## config.mk

```make
export PLATFORM = sky130hd
export DESIGN_NAME = register_file_writeback
export DESIGN_NICKNAME = d
export VERILOG_FILES = /design/src/rtl/register_file_writeback.sv
export SDC_FILE = /design/constraint.sdc
export NUM_CORES = 1
export LEC_CHECK = 0
export ABC_CLOCK_PERIOD_IN_PS = 6300
export CAP_MARGIN = 10
export CORE_MARGIN = 2
export CORE_UTILIZATION = 49
export DETAILED_ROUTE_END_ITERATION = 8
export PLACE_DENSITY = 0.82
export SETUP_SLACK_MARGIN = 0.5
export SYNTH_ARGS = -nofsm -noshare
export SYNTH_HDL_FRONTEND = slang
export SYNTH_SLANG_ARGS = --single-unit
export TNS_END_PERCENT = 20
```

## constraint.sdc

```tcl
create_clock -name clk -period 6.3 [get_ports clk]
set_input_delay 1.89 -clock clk [delete_from_list [all_inputs] [get_ports clk]]
set_output_delay 1.89 -clock clk [all_outputs]
set_load 0.005 [all_outputs]
```

## src/rtl/register_file_writeback.sv

```systemverilog
// Write-port front end for the register file: arbitrates single-cycle ALU results
// against buffered long-latency results and tracks registers with pending long writes.
module register_file_writeback #(
    parameter int unsigned DATA_WIDTH      = 32,
    parameter int unsigned NUM_REGS        = 16,
    parameter int unsigned LONG_FIFO_DEPTH = 2,
    parameter int unsigned STARVE_LIMIT    = 4,
    localparam int unsigned SEL_W = $clog2(NUM_REGS),
    localparam int unsigned CNT_W = $clog2(LONG_FIFO_DEPTH + 1)
) (
    input  logic                  clk,
    input  logic                  rst,
    input  logic                  in_alu_valid,
    input  logic [SEL_W-1:0]      in_alu_sel,
    input  logic [DATA_WIDTH-1:0] in_alu_data,
    output logic                  out_alu_ready,
    input  logic                  in_long_valid,
    input  logic [SEL_W-1:0]      in_long_sel,
    input  logic [DATA_WIDTH-1:0] in_long_data,
    output logic                  out_long_ready,
    input  logic                  in_claim_valid,
    input  logic [SEL_W-1:0]      in_claim_sel,
    output logic [NUM_REGS-1:0]   out_busy_mask,
    output logic                  out_write_en,
    output logic [SEL_W-1:0]      out_write_sel,
    output logic [DATA_WIDTH-1:0] out_write_data,
    output logic [CNT_W-1:0]      out_fifo_count
);

    localparam int unsigned PTR_W = (LONG_FIFO_DEPTH > 1) ? $clog2(LONG_FIFO_DEPTH) : 1;
    localparam int unsigned ST_W  = $clog2(STARVE_LIMIT + 1);

    logic [SEL_W-1:0]      fifo_sel  [LONG_FIFO_DEPTH];
    logic [DATA_WIDTH-1:0] fifo_data [LONG_FIFO_DEPTH];
    logic [PTR_W-1:0]      wr_ptr, rd_ptr;
    logic [CNT_W-1:0]      count;
    logic [ST_W-1:0]       starve_cnt;
    logic [NUM_REGS-1:0]   busy, busy_next;

    logic fifo_empty, force_long, alu_take, push, pop;

    always_comb begin
        fifo_empty     = (count == '0);
        out_long_ready = (count < CNT_W'(LONG_FIFO_DEPTH));
        force_long     = !fifo_empty && (starve_cnt == ST_W'(STARVE_LIMIT));
        out_alu_ready  = !force_long;
        alu_take       = in_alu_valid && out_alu_ready;
        pop            = !alu_take && !fifo_empty;
        // r0 long results are accepted (ready handshake) but never buffered
        push           = in_long_valid && out_long_ready && (in_long_sel != '0);
    end

    // Pop clears first so a same-cycle claim of the popped register keeps it busy
    always_comb begin
        busy_next = busy;
        if (pop)
            busy_next[fifo_sel[rd_ptr]] = 1'b0;
        if (in_claim_valid && (in_claim_sel != '0))
            busy_next[in_claim_sel] = 1'b1;
        busy_next[0] = 1'b0;
    end

    always_ff @(posedge clk) begin
        if (rst) begin
            wr_ptr         <= '0;
            rd_ptr         <= '0;
            count          <= '0;
            starve_cnt     <= '0;
            busy           <= '0;
            out_write_en   <= 1'b0;
            out_write_sel  <= '0;
            out_write_data <= '0;
        end else begin
            busy <= busy_next;

            if (push) begin
                fifo_sel[wr_ptr]  <= in_long_sel;
                fifo_data[wr_ptr] <= in_long_data;
                wr_ptr            <= wr_ptr + PTR_W'(1);
            end
            if (pop)
                rd_ptr <= rd_ptr + PTR_W'(1);

            if (push && !pop)
                count <= count + CNT_W'(1);
            else if (pop && !push)
                count <= count - CNT_W'(1);

            if (pop || fifo_empty)
                starve_cnt <= '0;
            else if (alu_take && (starve_cnt != ST_W'(STARVE_LIMIT)))
                starve_cnt <= starve_cnt + ST_W'(1);

            if (alu_take) begin
                out_write_en   <= (in_alu_sel != '0);
                out_write_sel  <= in_alu_sel;
                out_write_data <= in_alu_data;
            end else if (pop) begin
                out_write_en   <= 1'b1;
                out_write_sel  <= fifo_sel[rd_ptr];
                out_write_data <= fifo_data[rd_ptr];
            end else begin
                out_write_en   <= 1'b0;
            end
        end
    end

    assign out_busy_mask  = busy;
    assign out_fifo_count = count;

endmodule

```

Word level (Yosys, flattened, before mapping)

Memories as Yosys holds them, arrays and structs flattened. A register that Yosys moved wholly into a read port is not among the register bits.
Cells that the tools add are included.

Register bits after elaboration: 60
Bits in latches: 0
RAM bits: 72
Bits in read-only memories: 0
Bits of input ports: 81
Output and inout bits: 57
Memories kept: 2

Memory list:

| name      | depth | bits a word | rd ports | clocked after memory_dff | wr ports | RTL line | RTL |
|---|---|---|---|---|---|---|---|
| fifo_data | 2     | 32          | 1        | 1                        | 1        | 34       | `logic [DATA_WIDTH-1:0] fifo_data [LONG_FIFO_DEPTH];` |
| fifo_sel  | 2     | 4           | 1        | 1                        | 1        | 33       | `logic [SEL_W-1:0] fifo_sel [LONG_FIFO_DEPTH];` |

Add/subtract/negate cells: 5
Multipliers: 0
Div/mod/pow operators: 0
Magnitude comparators: 5
Eq/ne operators: 2
Shifts and indexed selects: 0
Multiplexer cells: 21
Bitwise gates (word level): 3
Reductions and logical operators: 24

Operator list:

| cell                | number |
|---|---|
| $mux 32             | 2 |
| $mux 16             | 2 |
| $and 16x16->16      | 1 |
| $not 16->16         | 1 |
| $or 16x16->16       | 1 |
| $reduce_bool 4->1   | 3 |
| $logic_and 1x1->1   | 11 |
| $mux 1              | 11 |
| $lt 4x5->1 const B  | 2 |
| $demux 1 s4         | 2 |
| $ge 4x1->1 const B  | 2 |
| $mux 4              | 2 |
| $logic_not 1->1     | 5 |
| $mux 2              | 2 |
| $reduce_bool 2->1   | 2 |
| $add 3x1->3 const B | 1 |
| $eq 3x3->1 const B  | 1 |
| $ne 3x3->1 const B  | 1 |
| $add 1x1->1 const B | 2 |
| $add 2x1->2 const B | 1 |
| $logic_not 2->1     | 1 |
| $lt 2x2->1 const B  | 1 |
| $reduce_or 2->1     | 1 |
| $sub 2x1->2 const B | 1 |
| $logic_or 1x1->1    | 1 |

Logic depth before layout (Yosys ltp)

Depth in word-level cells: 10
Depth in mapped cells: 9
Depth with buffers taken out: 8

Worst setup path before layout

OpenSTA, ideal clock, no wires.

Path kind: input-to-reg
Start point: input port rst
End point: memory fifo_data[1][0] (enable)
Setup time: 0.482 ns
Arrival: 5.107 ns
Data required time: 5.818 ns
Slack: 0.712 ns
Cell stages on the path: 4
Cells stage by stage: buf_2 -> buf_2 -> buf_1 -> nor3b_1

Cells in the longest elaborated chain, start to end: 2

RTL lines:

| what                         | RTL line | RTL |
|---|---|---|
| start: declaration           | 12       | `input logic rst,` |
| $mux 1                       | 64       | `if (rst) begin` |
| $mux 1 (implied by the code) | 78       | `fifo_data[wr_ptr] <= in_long_data;` |
| end: declaration             | 34       |  |

Every way passes these cells.

Worst setup path after layout

Start point: input port in_long_sel[2]
End point: memory fifo_data[1][13] (enable)

Cells in the longest elaborated chain, start to end: 5

RTL lines:

| what                         | RTL line | RTL |
|---|---|---|
| start: declaration           | 18       | `input logic [SEL_W-1:0] in_long_sel,` |
| $reduce_bool 4->1            | 50       | `push = in_long_valid && out_long_ready && (in_long_sel != '0);` |
| $logic_and 1x1->1            | 50       |  |
| $mux 1                       | 76       | `if (push) begin` |
| $mux 1                       | 64       |  |
| $mux 1 (implied by the code) | 78       |  |

Every way passes these cells.

==> run summary <==
================================================================================
HPWL after detailed placement                                            8.80 mm
Worst supply voltage drop on vdd                                        0.210 mV
Mapped Nets                                                                  535
Antenna violations before repair                                               0
Worst rel slew slack                                                       0.184
Critical path capture point type                                        register
Post-CTS Setup Repair Bufs                                                     0
Standard-cell row count                                                       38
Status                                                              finished clean
Leak Pwr                                                                 2.50 nW
Finish-stage setup viols                                                       0
Length of the first detailed-routing pass in iterations                        5
Floorplan die height                                                      110 µm
Proportion of synthesized chip area in sequential cells                    0.605
Hold Crit Start                                                     out_write_data[13]
Commonest cells after routing, fill and taps aside                  134 x sky130_fd_sc_hd__clkdlybuf4s50_1, 72 x sky130_fd_sc_hd__edfxtp_1, 59 x sky130_fd_sc_hd__dfxtp_1
Unrepaired setup endpoints after global routing                            false
Post-synthesis sequential element count                                      132
Final GP Congestion                                                        0.790
Maximum capacitance violations                                                 0
Class of the worst hold path                                        register to register
Startpoint class of the critical path                               primary input
Wire length of the first global-routing pass                             21.3 mm
Post-synthesis cell type with the largest combined area             sky130_fd_sc_hd__edfxtp_1
Final nets                                                                   653
Leading cell type in the layout, fill and taps excluded             sky130_fd_sc_hd__clkdlybuf4s50_1
TritonCTS clock tree                                                        done
Share of synthesized flip-flops with an asynchronous set or reset              0
Synth warn                                                                     0
Max Buffers Root-to-Sink                                                       2
Min setup slack post-route                                               2.29 ns
Top_reg_cell synth                                                  sky130_fd_sc_hd__edfxtp_1
Final Critical Period                                                    4.01 ns
Measured slew at the worst slew-check pin                                1.22 ns
Post-synthesis area per instance                                        12.3 µm²
WP data arrival                                                          4.07 ns
Share of the synthesized area in the top cell type                         0.389
Path depth of the worst reg2reg path                                           6
Total number of vias                                                        4298
Worst clock skew on the final layout                                  0.00775 ns
Routed wirelength normalized by instance count                           18.6 µm
Crit Path Max Fanout                                                          25
Number of primary I/O pins                                                   138
Area growth syn-to-layout                                                  34.1%
Fillers                                                                      793
Root Buffer                                                         sky130_fd_sc_hd__clkbuf_16
Hold violation total from the final report                                     0
Area of the core                                                       10900 µm²
Mapped Cells                                                                 451
Pin count of the biggest net entering global routing                          59
Final worst path period share                                              0.637
Count of buffers from port buffering                                         136
Number of vias per cell                                                     5.95
GR Overflow Total                                                              0
Depth of the worst hold-timing path                                            2
Number of levels the H-tree was split into                                     4
Pwr/cell area                                                         341 nW/µm²
Post-synth EDFFs                                                              72
Category of the most critical setup path                            primary input to register
Max-slew violations                                                            0
Setup slack of the worst register-to-register path                       3.56 ns
Insertion delay of the later-clocked pin in the worst-skew pair          0.40 ns
Effective utilization at floorplan                                         0.508
Endpoint required time on the critical path                              6.36 ns
Clock transition at the registers of the reported paths                  0.05 ns
Dpl ws                                                                   1.80 ns
Via count of the first global-routing pass                                  4250
Die extent in x                                                           110 µm
Number of nets with antenna violations after detailed routing                  0
Starting DRT DRC Count                                                       342
Total GRT Usage                                                            0.216
Core occupancy in the finished layout                                      0.681
Capture endpoint of the worst hold path                             out_write_data[13]
TritonCTS Buffers                                                             17
Maximum operating frequency                                            0.249 GHz
Largest cells by area after synthesis                               sky130_fd_sc_hd__edfxtp_1 39%, sky130_fd_sc_hd__dfxtp_1 22%, sky130_fd_sc_hd__a32oi_1 4.3%
Share of cells above drive strength 1                                      0.108
Ant diodes                                                                     0
Reg-to-reg critical path endpoint                                   out_fifo_count[1]
Post-Route Setup TNS                                                        0 ns
Overall die area                                                       12200 µm²
Worst r2r src                                                       out_fifo_count[1]
# DRC                                                                          0
Num Clock Sinks                                                              132
Hold-fix buffers at CTS                                                        0
Unique cell type count in the Yosys netlist                                   53
Combined area of all synthesized cells                                  5560 µm²
Routed wire length                                                       13.5 mm
Number of resized instances in the post-cts repair step                        0
================================================================================
-- flip-flops by register name (all words and copies together), names as in the netlist, named ones only --
signal          cells
fifo_sel            8
rd_ptr              1
starve_cnt          3
out_write_data     32
out_write_en        1
wr_ptr              1
fifo_data          64
out_write_sel       4
out_busy_mask      15
out_fifo_count      2
-- logic make-up after synthesis --
kind of cell | synth area share
other | 0.000675
flip-flops | 0.605
AO/OA/AOI/OAI | 0.176
multiplexers | 0.0527
XOR/XNOR | 0.00473
buffers and inverters | 0.0574
adder cells (fa/ha/maj) | 0.00676
AND/OR/NAND/NOR | 0.0966
-- critical path, cell delays in order --
cell	delay, ns
sky130_fd_sc_hd__clkdlybuf4s50_1	0.51
sky130_fd_sc_hd__nor4_1	0.09
sky130_fd_sc_hd__or2_2	0.32
sky130_fd_sc_hd__nor3b_2	0.76
sky130_fd_sc_hd__buf_4	0.48
-- worst max-delay path by stage --
stage	start	end	cells after the start	slack (ns)
global route	in_long_sel[1]	fifo_data[1][0]	5	2.11
detailed placement	in_long_sel[1]	fifo_data[1][18]	5	1.80
CTS	in_long_sel[1]	fifo_data[1][0]	5	2.21
floorplan	rst	fifo_data[1][0]	4	0.71
global placement	in_long_sel[1]	fifo_sel[1][0]	5	1.89
finish	in_long_sel[2]	fifo_data[1][13]	5	2.29
-- Yosys cell counts (all sizes together), types with 5 or more instances --
| cell | count |
|---|---|
| a21oi | 47 |
| a221oi | 8 |
| a311o | 8 |
| a311oi | 16 |
| a32oi | 27 |
| buf | 36 |
| clkbuf | 6 |
| dfxtp | 60 |
| edfxtp | 72 |
| inv | 15 |
| mux2 | 26 |
| nand2 | 17 |
| nand3 | 37 |
| nor2 | 5 |
| nor2b | 11 |
| o21ai | 12 |
-- routing by layer --
layer,GRT usage,up-vias,wire (µm)
met3,0.0554,14,1140
met4,0.0575,0,143
li1,-,1986,-
met5,0,-,0
met1,0.281,2077,5640
met2,0.360,221,6520
-- cell type report --
| class | count | area [µm²] | share of cell area |
|---|---|---|---|
| Sequential cell | 132 | 3360 | 0.452 |
| Timing Repair Buffer | 141 | 1390 | 0.186 |
| Tap cell | 140 | 175 | 0.0235 |
| Inverter | 16 | 60.1 | 0.00806 |
| Clock buffer | 19 | 433 | 0.0581 |
| Clock inverter | 13 | 135 | 0.0181 |
| Multi-Input combinational cell | 261 | 1890 | 0.254 |
-- through the flow --
step	total power, mW	cells	instance area, µm²	hold slack, ns
after floorplan	1.42	451	5560	0.432
after global placement	1.59	690	6880	0.452
after detailed placement	1.61	690	6880	0.457
after CTS	2.55	722	7450	0.473
after global routing	2.65	722	7450	0.495
final	2.54	722	7450	0.467
-- power by group --
group	internal (mW)	switching, mW	total [mW]
combinational	0.259	0.254	0.513
sequential	0.999	0.0886	1.09
clock	0.580	0.359	0.939
Note: power is estimated with default switching activity, not from simulation.
